[src/rtl/mux_rr_nto1.sv]
// mux_rr_nto1: N-to-1 registered stream multiplexer.
// Selection is either by a fixed `sel` index or by round-robin arbitration
// over all valid channels. A single output register gives one-cycle latency
// and sustains one word per cycle when downstream keeps out_ready high.
module mux_rr_nto1 #(
  parameter int WIDTH    = 8,
  parameter int CHANNELS = 4,
  localparam int SEL_W   = $clog2(CHANNELS)
) (
  input  logic                      clk,
  input  logic                      rst,
  input  logic [CHANNELS*WIDTH-1:0] in_data,
  input  logic [CHANNELS-1:0]       in_valid,
  output logic [CHANNELS-1:0]       in_ready,
  input  logic                      mode,
  input  logic [SEL_W-1:0]          sel,
  output logic [WIDTH-1:0]          out_data,
  output logic [SEL_W-1:0]          out_chan,
  output logic                      out_valid,
  input  logic                      out_ready
);

  logic [WIDTH-1:0] out_data_r;
  logic [SEL_W-1:0] out_chan_r;
  logic             out_valid_r;
  logic [SEL_W-1:0] rr_ptr_r;

  logic             load_en_s;
  logic             found_s;
  logic [SEL_W-1:0] gnt_idx_s;
  logic             xfer_s;
  logic [WIDTH-1:0] gnt_data_s;
  logic [SEL_W-1:0] rr_next_s;
  int               cand_s;

  // Pick the granted channel: fixed index in mode 0, rotating priority from rr_ptr in mode 1.
  always_comb begin
    found_s   = 1'b0;
    gnt_idx_s = {SEL_W{1'b0}};
    cand_s    = 0;
    if (mode == 1'b0) begin
      // Out-of-range sel (non-power-of-2 channel count) grants nobody.
      if (int'(sel) < CHANNELS) begin
        found_s   = in_valid[sel];
        gnt_idx_s = sel;
      end else begin
        found_s   = 1'b0;
        gnt_idx_s = {SEL_W{1'b0}};
      end
    end else begin
      // Walk offsets from furthest to nearest so the nearest valid channel wins.
      for (int k = CHANNELS - 1; k >= 0; k--) begin
        cand_s    = int'(rr_ptr_r) + k;
        cand_s    = (cand_s >= CHANNELS) ? (cand_s - CHANNELS) : cand_s;
        gnt_idx_s = in_valid[cand_s] ? SEL_W'(cand_s) : gnt_idx_s;
        found_s   = found_s | in_valid[cand_s];
      end
    end
  end

  // Handshake qualification, per-channel ready, data selection and next pointer.
  always_comb begin
    load_en_s  = ~out_valid_r | out_ready;
    xfer_s     = load_en_s & found_s & ~rst;
    in_ready   = {CHANNELS{1'b0}};
    for (int i = 0; i < CHANNELS; i++) begin
      in_ready[i] = xfer_s & (int'(gnt_idx_s) == i);
    end
    gnt_data_s = in_data[int'(gnt_idx_s)*WIDTH +: WIDTH];
    rr_next_s  = (gnt_idx_s == SEL_W'(CHANNELS - 1)) ? {SEL_W{1'b0}}
                                                       : (gnt_idx_s + SEL_W'(1));
  end

  // Output register and round-robin pointer; a load may replace a word being drained.
  always_ff @(posedge clk or posedge rst) begin
    if (rst) begin
      out_data_r  <= {WIDTH{1'b0}};
      out_chan_r  <= {SEL_W{1'b0}};
      out_valid_r <= 1'b0;
      rr_ptr_r    <= {SEL_W{1'b0}};
    end else if (xfer_s) begin
      out_data_r  <= gnt_data_s;
      out_chan_r  <= gnt_idx_s;
      out_valid_r <= 1'b1;
      rr_ptr_r    <= mode ? rr_next_s : rr_ptr_r;
    end else if (out_valid_r && out_ready) begin
      out_valid_r <= 1'b0;
    end else begin
      out_valid_r <= out_valid_r;
    end
  end

  assign out_data  = out_data_r;
  assign out_chan  = out_chan_r;
  assign out_valid = out_valid_r;

endmodule
[config.mk]
export PLATFORM = sky130hd
export DESIGN_NAME = mux_rr_nto1
export DESIGN_NICKNAME = d
export VERILOG_FILES = /design/src/rtl/mux_rr_nto1.sv
export SDC_FILE = /design/constraint.sdc
export NUM_CORES = 1
export LEC_CHECK = 0
export CORE_MARGIN = 5
export CORE_UTILIZATION = 37
export CTS_CLUSTER_SIZE = 24
export DETAILED_ROUTE_END_ITERATION = 10
export GPL_TIMING_DRIVEN = 0
export PLACE_DENSITY = 0.79
export SETUP_SLACK_MARGIN = 0.4
export SYNTH_ARGS = -nofsm -noshare
export SYNTH_HDL_FRONTEND = slang
export SYNTH_SLANG_ARGS = --single-unit
[constraint.sdc]
create_clock -name clk -period 2.4 [get_ports clk]
set_input_delay 0.24 -clock clk [delete_from_list [all_inputs] [get_ports clk]]
set_output_delay 0.24 -clock clk [all_outputs]
set_load 0.005 [all_outputs]
==> results.cfg, run 1 <==
[worst_setup_path]
required_ns = 2.16
startpoint_type = flip-flop
path_buf_inv = 4
endpoint_kind = output port
crit_top_cell = buf_6
critPathMaxFanout = 6
criticalPathCategory = reg -> out
arrival_ns = 1.86
cp_cell_sequence = buf_6 > a21oi_2 > o21ai_1 > and2b_1 > o22ai_4 > buf_6 > nand2b_4 > buf_6 > nor2_4 > buf_2
slowest_stage = dfrtp_2
critical-path-top-delay-family = buffers and inverters
cp_slowest_stage_delay_ns = 0.43

[die]
io_pins = 57
die_area_sq_um = 3770
chipWidth_um = 61.4
start_util = 0.391
die_h_um = 61.4
row_count = 18
core_sq_um = 2500

[clock_tree]
clockRootBuffer = clkbuf_4
cts_num_sinks = 13
hold_buffers = 0
clk_path_buf_depth = 2
clock_latency_ns = 0.27
htree_levels = 1
cts_tree = yes
clk_pin_slew_ns = 0.09
numCtsBuffers = 3

[detailed_routing]
drc_errors = 0
wl_met3_um = 327
topRoutingLayerUsed = met4
vias = 1047
ant_nets = 0
wl_met2_mm = 1.62
first_pass_iters = 4
drt_iter0_drc = 26
wl_per_cell_um = 16.5
viasPerCell = 5.29
drt-total-wl_mm = 3.26
m1WireLength_mm = 1.27

[timing]
fin_hold_ws_ns = 0.312
setup_viol = 0
finalClockSkew_ns = 0.0115
period_share = 0.876
drv_slew = 0
grt_setup_unrepaired = true
hold_viol_final = 0
setup_tns_ns = 0
min_period_ns = 2.10
layout_setup_ws_ns = 0.298
tightest_slew_ns = 0.502
max_slew_margin = 0.665
fmax_mhz = 476

[global_route]
grt_antenna_before_repair = 0
grt_pass1_vias = 1089
grt-ovfl-total = 0
grt_start_max_net_pins = 14
track_usage = 0.185
grt_pass1_wl_mm = 5.15

[pwr]
peakVddDrop_mv = 0.422
power_density_nw_per_um2 = 637
leakagePower_uw = 0.000767

[logic_synthesis]
syn_area_per_cell_sq_um = 10.3
synth_area_sq_um = 978
yosysWarnings = 0
synth-seq-cells = 13
syn_inst = 95
seq_area_frac_synth = 0.332
syn-num-nets = 138
synth.distinct_cells = 28

[cells_and_area]
antennaDiodeCount = 0
fin_area_sq_um = 1770
area_growth_pct = 80.6
fin_util = 0.707
final_net_count = 212
multi_input_area_sq_um = 659
fillers = 196
regArea_sq_um = 327
drive_above_1_share = 0.327

[place]
io_buffers = 56
globalplace.congestion = 0.879
place_area_sq_um = 1580
dp_hpwl_mm = 2.43
place_ws_ns = -0.348

[min_path]
worstHoldPathType = in -> async

[outcome]
status = finished, final reports clean

[job]
cap_viol_max_count = 0
==> placed cells by master, fill, tap and decap left out, drive strengths merged, types with 2 or more instances in the layout <==
| cell type | n |
|---|---|
| nand2 | 13 |
| mux2i | 16 |
| clkdlybuf4s50 | 46 |
| inv | 5 |
| a21oi | 5 |
| nor2b | 3 |
| nand2b | 3 |
| o22ai | 2 |
| dfrtp | 13 |
| clkbuf | 4 |
| nor2 | 6 |
| dlygate4sd2 | 6 |
| o221ai | 8 |
| o21ai | 6 |
| buf | 22 |
==> report_power, final <==
part / switching, uW / internal, uW
combinational: 277 / 383
sequential: 41.3 / 289
clock: 71.7 / 64.3
==> final cells by class <==
type | instances | share of cell area
multi-input combinational | 72 | 0.373
timing repair buffer | 69 | 0.363
sequential | 13 | 0.185
buffer | 5 | 0.0319
tap | 30 | 0.0212
clock buffer | 4 | 0.0149
inverter | 5 | 0.0106
==> worst reg2reg max path, delay by kind of cell, from the launching register on <==
kind | cells | cell delay (ns)
AOI/OAI and AO/OA | 4 | 0.57
buffers and inverters | 4 | 0.52
DFF | 1 | 0.39
muxes | 1 | 0.28
and+or+nand+nor | 1 | 0.06
==> state kept, by name (all words and copies together), names as in the netlist <==
| register | cells |
|---|---|
| rr_ptr_r | 2 |
| out_valid | 1 |
| out_chan | 2 |
| out_data | 8 |
==> cells by family (layout without fill, tap and decap cells) <==
kind of cell             after synthesis  after routing  synth area share
flip-flops                            13             13             0.332
AO/OA/AOI/OAI                         23             23             0.240
AND/OR/NAND/NOR                       30             30             0.142
buffers and inverters                 10             83            0.0742
adder cells (fa/ha/maj)                1              1            0.0128
multiplexers                          18             18             0.198
==> worst paths after layout <==
path	cells after the start	start	endpoint	slack, ns
setup / recovery	10	rr_ptr_r[1]$_DFFE_PP0P_	in_ready[3]	0.30
hold / removal	2	rst	out_data[0]$_DFFE_PP0P_	0.31
setup reg to reg	10	rr_ptr_r[1]$_DFFE_PP0P_	out_data[5]$_DFFE_PP0P_	0.43
hold reg to reg	2	out_chan[0]$_DFFE_PP0P_	out_chan[0]$_DFFE_PP0P_	0.50
max in group asynchronous	2	rst	rr_ptr_r[1]$_DFFE_PP0P_	1.73
min in group clk	2	out_chan[0]$_DFFE_PP0P_	out_chan[0]$_DFFE_PP0P_	0.50
==> stage by stage <==
step | total power [uW] | std cells
2_1_floorplan | 618 | 95
6_report | 1130 | 198
3_3_place_gp | 853 | 181
3_5_place_dp | 876 | 181
4_1_cts | 1110 | 196
5_1_grt | 1200 | 198
==> metal layers <==
metal,vias up,track usage
li1,497,-
met1,491,0.227
met2,55,0.325
met3,4,0.0419
met4,0,0.0545
met5,-,0
==> cells in the mapped netlist, drive strengths merged <==
master | number | share of area
o21ai | 6 | 0.035
inv | 5 | 0.019
nor4 | 1 | 0.0064
o211ai | 1 | 0.013
a31oi | 1 | 0.022
nor2 | 6 | 0.023
o22ai | 2 | 0.019
ha | 1 | 0.013
nor2b | 3 | 0.019
nor3 | 1 | 0.0051
mux4 | 1 | 0.023
or2 | 1 | 0.0064
nand2 | 13 | 0.050
dfrtp | 13 | 0.33
nand3 | 1 | 0.0051
a21oi | 5 | 0.029
mux2 | 1 | 0.012
o221ai | 8 | 0.12
nand2b | 3 | 0.019
mux2i | 16 | 0.16
buf | 5 | 0.055
and2b | 1 | 0.0077
==> timing repair <==
| item | in CTS | in global routing |
|---|---|---|
| buffers inserted | 11 | 2 |
| cloned | 0 | 0 |
| setup endpoints to repair | 4 | 4 |
| gates resized for setup | 45 | 3 |
| pin swaps | 10 | 7 |
Power figures use the tool's default switching activity.
==> inputs of run 2 (changes only) <==
--- a/config.mk
+++ b/config.mk
@@ -5,6 +5,7 @@
 export SDC_FILE = /design/constraint.sdc
 export NUM_CORES = 1
 export LEC_CHECK = 0
+export CORE_ASPECT_RATIO = 0.5
 export CORE_MARGIN = 5
 export CORE_UTILIZATION = 37
 export CTS_CLUSTER_SIZE = 24
==> run 2 against run 1 <==
Global-route usage decreased by 3.0 points. Core utilization decreased by 3.0 points. Sequential share of layout area increased by 0.40 points. Largest cell class unchanged. Highest routed layer is now met3.
==> results.cfg, run 2 (synthesized netlist as in run 1, its figures left out) <==
[outcome]
status = finished, final reports clean

[pwr]
peakVddDrop_mv = 0.335
power_density_nw_per_um2 = 661
leakagePower_uw = 0.000761
power.total_uw = 1140

[detailed_routing]
first_pass_iters = 4
drt-total-wl_mm = 2.83
drt_iter0_drc = 7
vias = 971
wl_per_cell_um = 14.0
drc_errors = 0
ant_nets = 0
viasPerCell = 4.81

[cells_and_area]
fin_cells = 202
largest_register_ffs = 8
final_net_count = 209
fin_util = 0.677
area_growth_pct = 76.7
final_common_cell = clkdlybuf4s50_1
final_cell_mix = 45 x clkdlybuf4s50_1, 16 x mux2i_1, 13 x nand2_1
drive_above_1_share = 0.303
fillers = 207
antennaDiodeCount = 0

[timing]
max_slew_margin = 0.667
tightest_slew_ns = 0.499
fmax_mhz = 489
setup_viol = 0
min_period_ns = 2.04
drv_slew = 0
hold_viol_final = 0
fin_hold_ws_ns = 0.344
period_share = 0.851
grt_setup_unrepaired = true
finalClockSkew_ns = 0.0105

[clock_tree]
clock_latency_ns = 0.25
clockRootBuffer = clkbuf_8
cts_tree = yes
clk_path_buf_depth = 2
numCtsBuffers = 3
hold_buffers = 0
clk_pin_slew_ns = 0.06
htree_levels = 1
cts_num_sinks = 13

[die]
core_sq_um = 2550
start_util = 0.383
die_area_sq_um = 3840
io_pins = 57
die_h_um = 46.4
chipWidth_um = 82.7
row_count = 13

[global_route]
grt_start_max_net_pins = 14
grt_pass1_vias = 927
grt-ovfl-total = 0
track_usage = 0.156
grt_antenna_before_repair = 0
grt_pass1_wl_mm = 4.33

[place]
dp_hpwl_mm = 2.11
dp.cells = 188
globalplace.congestion = 0.751
io_buffers = 56

[worst_setup_path]
arrival_ns = 1.80
endpoint_kind = output port
startpoint_type = primary input
critPathMaxFanout = 10
r2r_cells = 8
required_ns = 2.16
criticalPathCategory = in -> out

[job]
cap_viol_max_count = 0

[min_path]
worstHoldPathType = in -> async
## run 2: report_power, final
group          switching, uW  total [uW]  internal [uW]  leakage (uW)
combinational            248         613            365      0.000577
clock                   82.2         197            115     0.0000255
sequential              44.4         334            290      0.000159
total                    374        1140            769      0.000761
## run 2: final timing paths
kind | start | end | slack [ns]
max | in_valid[3] | in_ready[2] | 0.36
min | rst | out_valid$_DFFE_PP0P_ | 0.34
max reg2reg | rr_ptr_r[1]$_DFFE_PP0P_ | out_data[2]$_DFFE_PP0P_ | 0.57
min reg2reg | out_chan[0]$_DFFE_PP0P_ | out_chan[0]$_DFFE_PP0P_ | 0.48
max in group asynchronous | rst | rr_ptr_r[1]$_DFFE_PP0P_ | 1.70
min in group clk | out_chan[0]$_DFFE_PP0P_ | out_chan[0]$_DFFE_PP0P_ | 0.48
## run 2: layer usage
metal | track usage | routed length [um] | vias up
met5 | 0 | 0 | -
met4 | 0.0586 | 0 | 0
met3 | 0.0391 | 137 | 0
met2 | 0.303 | 1530 | 23
met1 | 0.165 | 1170 | 460
li1 | - | - | 488
## run 2: metrics by stage
stage	worst slack [ns]	cell area [sq um]	TNS (ns)
detailed placement	-0.307	1590	-0.888
floorplan	0.661	978	0
finish	0.356	1730	0
global route	0.208	1730	0
CTS	0.359	1720	0
global placement	-0.259	1590	-0.779
## run 2: layout make-up
type,count,area [sq um],share of cell area
well taps,37,46.3,0.0268
plain buffers,5,60.1,0.0347
flip-flops and latches,13,327,0.189
clock inverters,1,5.00,0.00289
inverters,5,18.8,0.0109
multi-input cells,72,628,0.363
repair buffers,66,603,0.349
clock buffers,3,41.3,0.0239
## run 2: worst max-delay path, stage by stage
cell           delay [ns]
dlygate4sd2_1        0.29
mux4_2               0.53
o211ai_4             0.21
buf_4                0.14
buf_4                0.10
buf_6                0.12
nor2_1               0.04
buf_2                0.12
## run 2: repair_timing
item / in CTS / in global routing
setup endpoints to repair: 4 / 4
gates resized for setup: 35 / 11
pin swaps: 6 / 4
setup buffers: 9 / 1
